[src/rtl/pipe_stage_reg.sv]
// Inter-stage pipeline register: N lanes of opaque payload with per-lane valid,
// obeying the global stall vector, flush and per-lane kill, plus saturating event counters.
module pipe_stage_reg #(
    parameter int DATA_W         = 32,
    parameter int LANES          = 1,
    parameter int STALL_W        = 6,
    parameter int STAGE_IDX      = 4,
    parameter int ZERO_ON_BUBBLE = 1,
    parameter int CNT_W          = 16
) (
    input  logic                      clk,
    input  logic                      rst,
    input  logic [STALL_W-1:0]        stall,
    input  logic                      flush,
    input  logic [LANES-1:0]          in_kill,
    input  logic [LANES-1:0]          in_valid,
    input  logic [LANES*DATA_W-1:0]   in_data,
    output logic [LANES-1:0]          out_valid,
    output logic [LANES*DATA_W-1:0]   out_data,
    input  logic                      cnt_clr,
    output logic [CNT_W-1:0]          bubble_cnt,
    output logic [CNT_W-1:0]          hold_cnt,
    output logic [CNT_W-1:0]          flush_cnt
);

    typedef enum logic [1:0] {
        ACT_CAPT   = 2'd0,
        ACT_FLUSH  = 2'd1,
        ACT_BUBBLE = 2'd2,
        ACT_HOLD   = 2'd3
    } act_e;

    if (STAGE_IDX < 0 || STAGE_IDX >= STALL_W) begin : g_bad_stage_idx
        $error("pipe_stage_reg: STAGE_IDX must be in 0..STALL_W-1");
    end
    if (LANES < 1 || LANES > 4) begin : g_bad_lanes
        $error("pipe_stage_reg: LANES must be in 1..4");
    end

    localparam bit ZERO_DATA = (ZERO_ON_BUBBLE != 0);

    function automatic logic [CNT_W-1:0] sat_inc(input logic [CNT_W-1:0] v);
        if (v == {CNT_W{1'b1}}) begin
            return v;
        end else begin
            return v + CNT_W'(1'b1);
        end
    endfunction

    logic [1:0]              stall_sel_s;
    logic                    s_cur_s;
    logic                    s_nxt_s;
    act_e                    act_s;
    logic [LANES-1:0]        valid_nxt_s;
    logic [LANES*DATA_W-1:0] data_nxt_s;
    logic [LANES-1:0]        valid_r;
    logic [LANES*DATA_W-1:0] data_r;
    logic [CNT_W-1:0]        bubble_cnt_r;
    logic [CNT_W-1:0]        hold_cnt_r;
    logic [CNT_W-1:0]        flush_cnt_r;

    // A zero is shifted in above the top stall bit, so the last stage sees s_nxt = 0.
    assign stall_sel_s = 2'({1'b0, stall} >> STAGE_IDX);
    assign s_cur_s     = stall_sel_s[0];
    assign s_nxt_s     = stall_sel_s[1];

    // Priority decode of this cycle's action.
    always_comb begin
        act_s = ACT_CAPT;
        if (flush) begin
            act_s = ACT_FLUSH;
        end else if (!s_cur_s) begin
            act_s = ACT_CAPT;
        end else if (!s_nxt_s) begin
            act_s = ACT_BUBBLE;
        end else begin
            act_s = ACT_HOLD;
        end
    end

    // Next lane contents for the selected action.
    always_comb begin
        valid_nxt_s = valid_r;
        data_nxt_s  = data_r;
        for (int i = 0; i < LANES; i++) begin
            case (act_s)
                ACT_FLUSH, ACT_BUBBLE: begin
                    valid_nxt_s[i] = 1'b0;
                    if (ZERO_DATA) begin
                        data_nxt_s[i*DATA_W +: DATA_W] = {DATA_W{1'b0}};
                    end else begin
                        data_nxt_s[i*DATA_W +: DATA_W] = data_r[i*DATA_W +: DATA_W];
                    end
                end
                ACT_CAPT: begin
                    valid_nxt_s[i] = in_valid[i] & ~in_kill[i];
                    if (in_kill[i] && ZERO_DATA) begin
                        data_nxt_s[i*DATA_W +: DATA_W] = {DATA_W{1'b0}};
                    end else begin
                        data_nxt_s[i*DATA_W +: DATA_W] = in_data[i*DATA_W +: DATA_W];
                    end
                end
                ACT_HOLD: begin
                    valid_nxt_s[i]                 = valid_r[i];
                    data_nxt_s[i*DATA_W +: DATA_W] = data_r[i*DATA_W +: DATA_W];
                end
                default: begin
                    valid_nxt_s[i]                 = valid_r[i];
                    data_nxt_s[i*DATA_W +: DATA_W] = data_r[i*DATA_W +: DATA_W];
                end
            endcase
        end
    end

    // Lane payload and valid registers.
    always_ff @(posedge clk or posedge rst) begin
        if (rst) begin
            valid_r <= {LANES{1'b0}};
            data_r  <= {(LANES*DATA_W){1'b0}};
        end else begin
            valid_r <= valid_nxt_s;
            data_r  <= data_nxt_s;
        end
    end

    // Profiling counters; clear wins over increment, CAPT counts nothing.
    always_ff @(posedge clk or posedge rst) begin
        if (rst) begin
            bubble_cnt_r <= {CNT_W{1'b0}};
            hold_cnt_r   <= {CNT_W{1'b0}};
            flush_cnt_r  <= {CNT_W{1'b0}};
        end else if (cnt_clr) begin
            bubble_cnt_r <= {CNT_W{1'b0}};
            hold_cnt_r   <= {CNT_W{1'b0}};
            flush_cnt_r  <= {CNT_W{1'b0}};
        end else begin
            case (act_s)
                ACT_FLUSH:  flush_cnt_r  <= sat_inc(flush_cnt_r);
                ACT_BUBBLE: bubble_cnt_r <= sat_inc(bubble_cnt_r);
                ACT_HOLD:   hold_cnt_r   <= sat_inc(hold_cnt_r);
                default:    flush_cnt_r  <= flush_cnt_r;
            endcase
        end
    end

    assign out_valid  = valid_r;
    assign out_data   = data_r;
    assign bubble_cnt = bubble_cnt_r;
    assign hold_cnt   = hold_cnt_r;
    assign flush_cnt  = flush_cnt_r;

endmodule

[config.mk]
export PLATFORM = sky130hd
export DESIGN_NAME = pipe_stage_reg
export DESIGN_NICKNAME = d
export VERILOG_FILES = /design/src/rtl/pipe_stage_reg.sv
export SDC_FILE = /design/constraint.sdc
export NUM_CORES = 1
export LEC_CHECK = 0
export CORE_ASPECT_RATIO = 1.1
export CORE_MARGIN = 10
export CORE_UTILIZATION = 46
export CTS_CLUSTER_DIAMETER = 200
export DETAILED_ROUTE_END_ITERATION = 10
export GPL_ROUTABILITY_DRIVEN = 0
export PLACE_DENSITY = 0.84
export SYNTH_ARGS = -nofsm -noshare
export SYNTH_HDL_FRONTEND = slang
export SYNTH_SLANG_ARGS = --single-unit
export TNS_END_PERCENT = 1
[constraint.sdc]
create_clock -name clk -period 3.4 [get_ports clk]
set_clock_uncertainty 0.1 [all_clocks]
set_input_delay 0.51 -clock clk [delete_from_list [all_inputs] [get_ports clk]]
set_output_delay 0.51 -clock clk [all_outputs]
set_load 0.02 [all_outputs]
==> out/metrics.yaml <==
status:
  outcome: "complete, no violations"
drt:
  drc: 0
  wl_met1_mm: 4.57
  drt_iter0_drc: 255
  wl_met3_mm: 1.49
  routed_wirelength_mm: 11.4
  dr_wl_met2_mm: 5.28
  top_layer_used: "met4"
  num_vias: 3706
  ant_nets: 0
  wl_per_cell_um: 18.5
  routed_via_density: 5.99
  dr.pass1.iters: 5
clock_tree:
  cts_setup_buffers: 0
  clockBufferDepth: 2
  postCtsHoldBufs: 0
  h-tree-depth: 3
  clock_latency_ns: 0.35
  ctsResizeCount: 0
  cts.sinks: 81
  cts_tree: "done"
  cts-root-buf: "clkbuf_8"
  clkTransAtPathRegs_ns: 0.08
  cts_made_buffers: 9
power_and_ir_drop:
  total_power_mw: 1.91
  p_int_mw: 1.43
  pwr-share-comb: 0.108
  p_sw_mw: 0.486
  leakagePower_nw: 2.15
  swShare: 0.254
  clockPowerShare: 0.368
  vdd_drop_max_mv: 0.232
  powerDensity_mw_per_mm2: 350
  sequentialPowerShare: 0.524
critical_path:
  critical_path_required_ns: 3.57
  crit_fanout: 8
  cp.arrival_ns: 2.84
  crit_path_end_kind: "flip-flop"
  critPathLaunchType: "input pin"
  crit_type: "input pin to flip-flop"
sta:
  fin_hold_ws_ns: 0.411
  min_period_ns: 2.67
  rsz0062_at_grt: "no"
  tns_ns: 0
  fin_crit_sh: 0.785
  hold_violations: 0
  setup_viol: 0
  worstMarginPinSlew_ns: 0.849
  slew_violations: 0
  relSlewSlack: 0.429
  max_freq_mhz: 375
floorplanning:
  die_w_um: 108
  dieHeight_um: 117
  rows: 35
  core_area_mm2: 0.00832
  pin_count: 125
  start_util: 0.468
  die_area_mm2: 0.0126
logic_synthesis:
  ys.flop_type: "dfrtp_1"
  yosys_warnings: 0
  syn_area_mm2: 0.00389
  synth.ff_latch_count: 81
  ys_types: 43
  syn-num-nets: 426
  synth-edff-count: 0
  yosys.area.top_type: "dfrtp_1"
  ys_seq_area_frac: 0.520
  async_flop_share: 1.00
  synth_cells: 379
  avgSynthCellArea_um2: 10.3
  yosys-top-cells-area: "dfrtp_1 52%, a22o_1 7.4%, a21oi_1 3.9%"
  netlist.area_leader.share: 0.520
placed_design:
  post-dp-hpwl_mm: 8.31
  io_buffers: 120
grt:
  gr-usage-all-layers: 0.186
  grt-ovfl-total: 0
  grt_pass1_vias: 3801
  grt_pass1_wl_mm: 19.0
  antenna_found_initial: 0
  grt_max_degree: 50
layout:
  fillers: 658
  syn2layout_area_growth_pct: 40.2
  layout.nets: 550
  drive_gt1_frac: 0.0669
  insertedDiodeCount: 0
  fin_util: 0.656
flow_run:
  maxCapViolCount: 0
hold_path:
  holdCritPathClass: "flip-flop to flip-flop"
[area by class of cell]
type,instances,area (um2),share of cell area
flip-flops and latches,81,2030,0.371
multi-input cells,269,1760,0.323
repair buffers,131,1300,0.237
well taps,111,139,0.0254
clock buffers,10,128,0.0234
clock inverters,6,67.6,0.0124
inverters,11,41.3,0.00756
[per-stage QoR]
step,cells,area [um2],setup slack (ns)
after global routing,619,5460,0.686
after detailed placement,603,5270,0.399
after CTS,619,5460,0.755
after floorplan,379,3890,0.710
after global placement,603,5270,0.456
final,619,5460,0.731
[final timing paths]
path	start	endpoint	slack, ns	cells past startpoint
worst max-delay path	stall[4]	bubble_cnt[10]	0.73	5
worst min-delay path	out_data[11]	out_data[11]	0.41	1
worst max register to register	hold_cnt[0]	hold_cnt[10]	1.16	5
worst min register to register	out_data[11]	out_data[11]	0.41	1
max in group asynchronous	rst	out_data[4]	2.02	3
min in group asynchronous	rst	flush_cnt[7]	0.49	2
[logic make-up after synthesis]
group / after synthesis / synth area share
flip-flops: 81 / 0.520
AND/OR/NAND/NOR: 149 / 0.220
buffers and inverters: 29 / 0.0283
multiplexers: 7 / 0.0193
adder cells (fa/ha/maj): 3 / 0.00964
AO/OA/AOI/OAI: 110 / 0.202
[placed cells by master (no fill, tap or decap), types with 4 or more instances in the layout]
master | netlist | routed
a21oi_1 | 30 | 30
a22o_1 | 33 | 33
and3_1 | 6 | 6
and4_1 | 4 | 4
buf_4 | 0 | 10
clkbuf_8 | 0 | 9
clkdlybuf4s50_1 | 0 | 120
dfrtp_1 | 81 | 81
inv_1 | 11 | 10
mux2_2 | 4 | 4
nand2_1 | 24 | 24
nand3_1 | 19 | 19
nand4_1 | 14 | 14
nor2_1 | 14 | 14
nor3_1 | 11 | 10
nor4_1 | 13 | 13
o21ai_0 | 10 | 10
o31ai_1 | 14 | 14
o41ai_1 | 5 | 5
or3_1 | 10 | 10
or4_1 | 18 | 18
[synth_stat cells (5+ instances only)]
master / n
dfrtp_1: 81
a22o_1: 33
a21oi_1: 30
nand2_1: 24
nand3_1: 19
or4_1: 18
clkbuf_1: 17
nand4_1: 14
nor2_1: 14
o31ai_1: 14
nor4_1: 13
inv_1: 11
nor3_1: 11
o21ai_0: 10
or3_1: 10
and3_1: 6
o41ai_1: 5
[state kept, by name, summed over array words and instances, names as in the netlist]
name        cells
bubble_cnt     16
out_data       32
hold_cnt       16
out_valid       1
flush_cnt      16
[power groups by stage]
stage	Sequential [mW]	Combinational [mW]	Clock, mW
CTS	1.00	0.211	0.718
global route	1.00	0.227	0.766
global placement	1.02	0.205	0
finish	1.00	0.206	0.704
detailed placement	1.02	0.210	0
floorplan	1.04	0.0693	0
[critical path, stage by stage]
cell and delay (ns):
clkdlybuf4s50_1 0.58, or3b_1 0.42, or4_1 0.66, or4_1 0.51, a21oi_1 0.16
[metal layers]
| metal | GRT usage | up-vias |
|---|---|---|
| met1 | 0.213 | 1811 |
| met5 | 0 | - |
| met2 | 0.293 | 148 |
| li1 | - | 1736 |
| met3 | 0.109 | 11 |
| met4 | 0.0455 | 0 |
No activity file was read; power rests on OpenSTA's default activity.
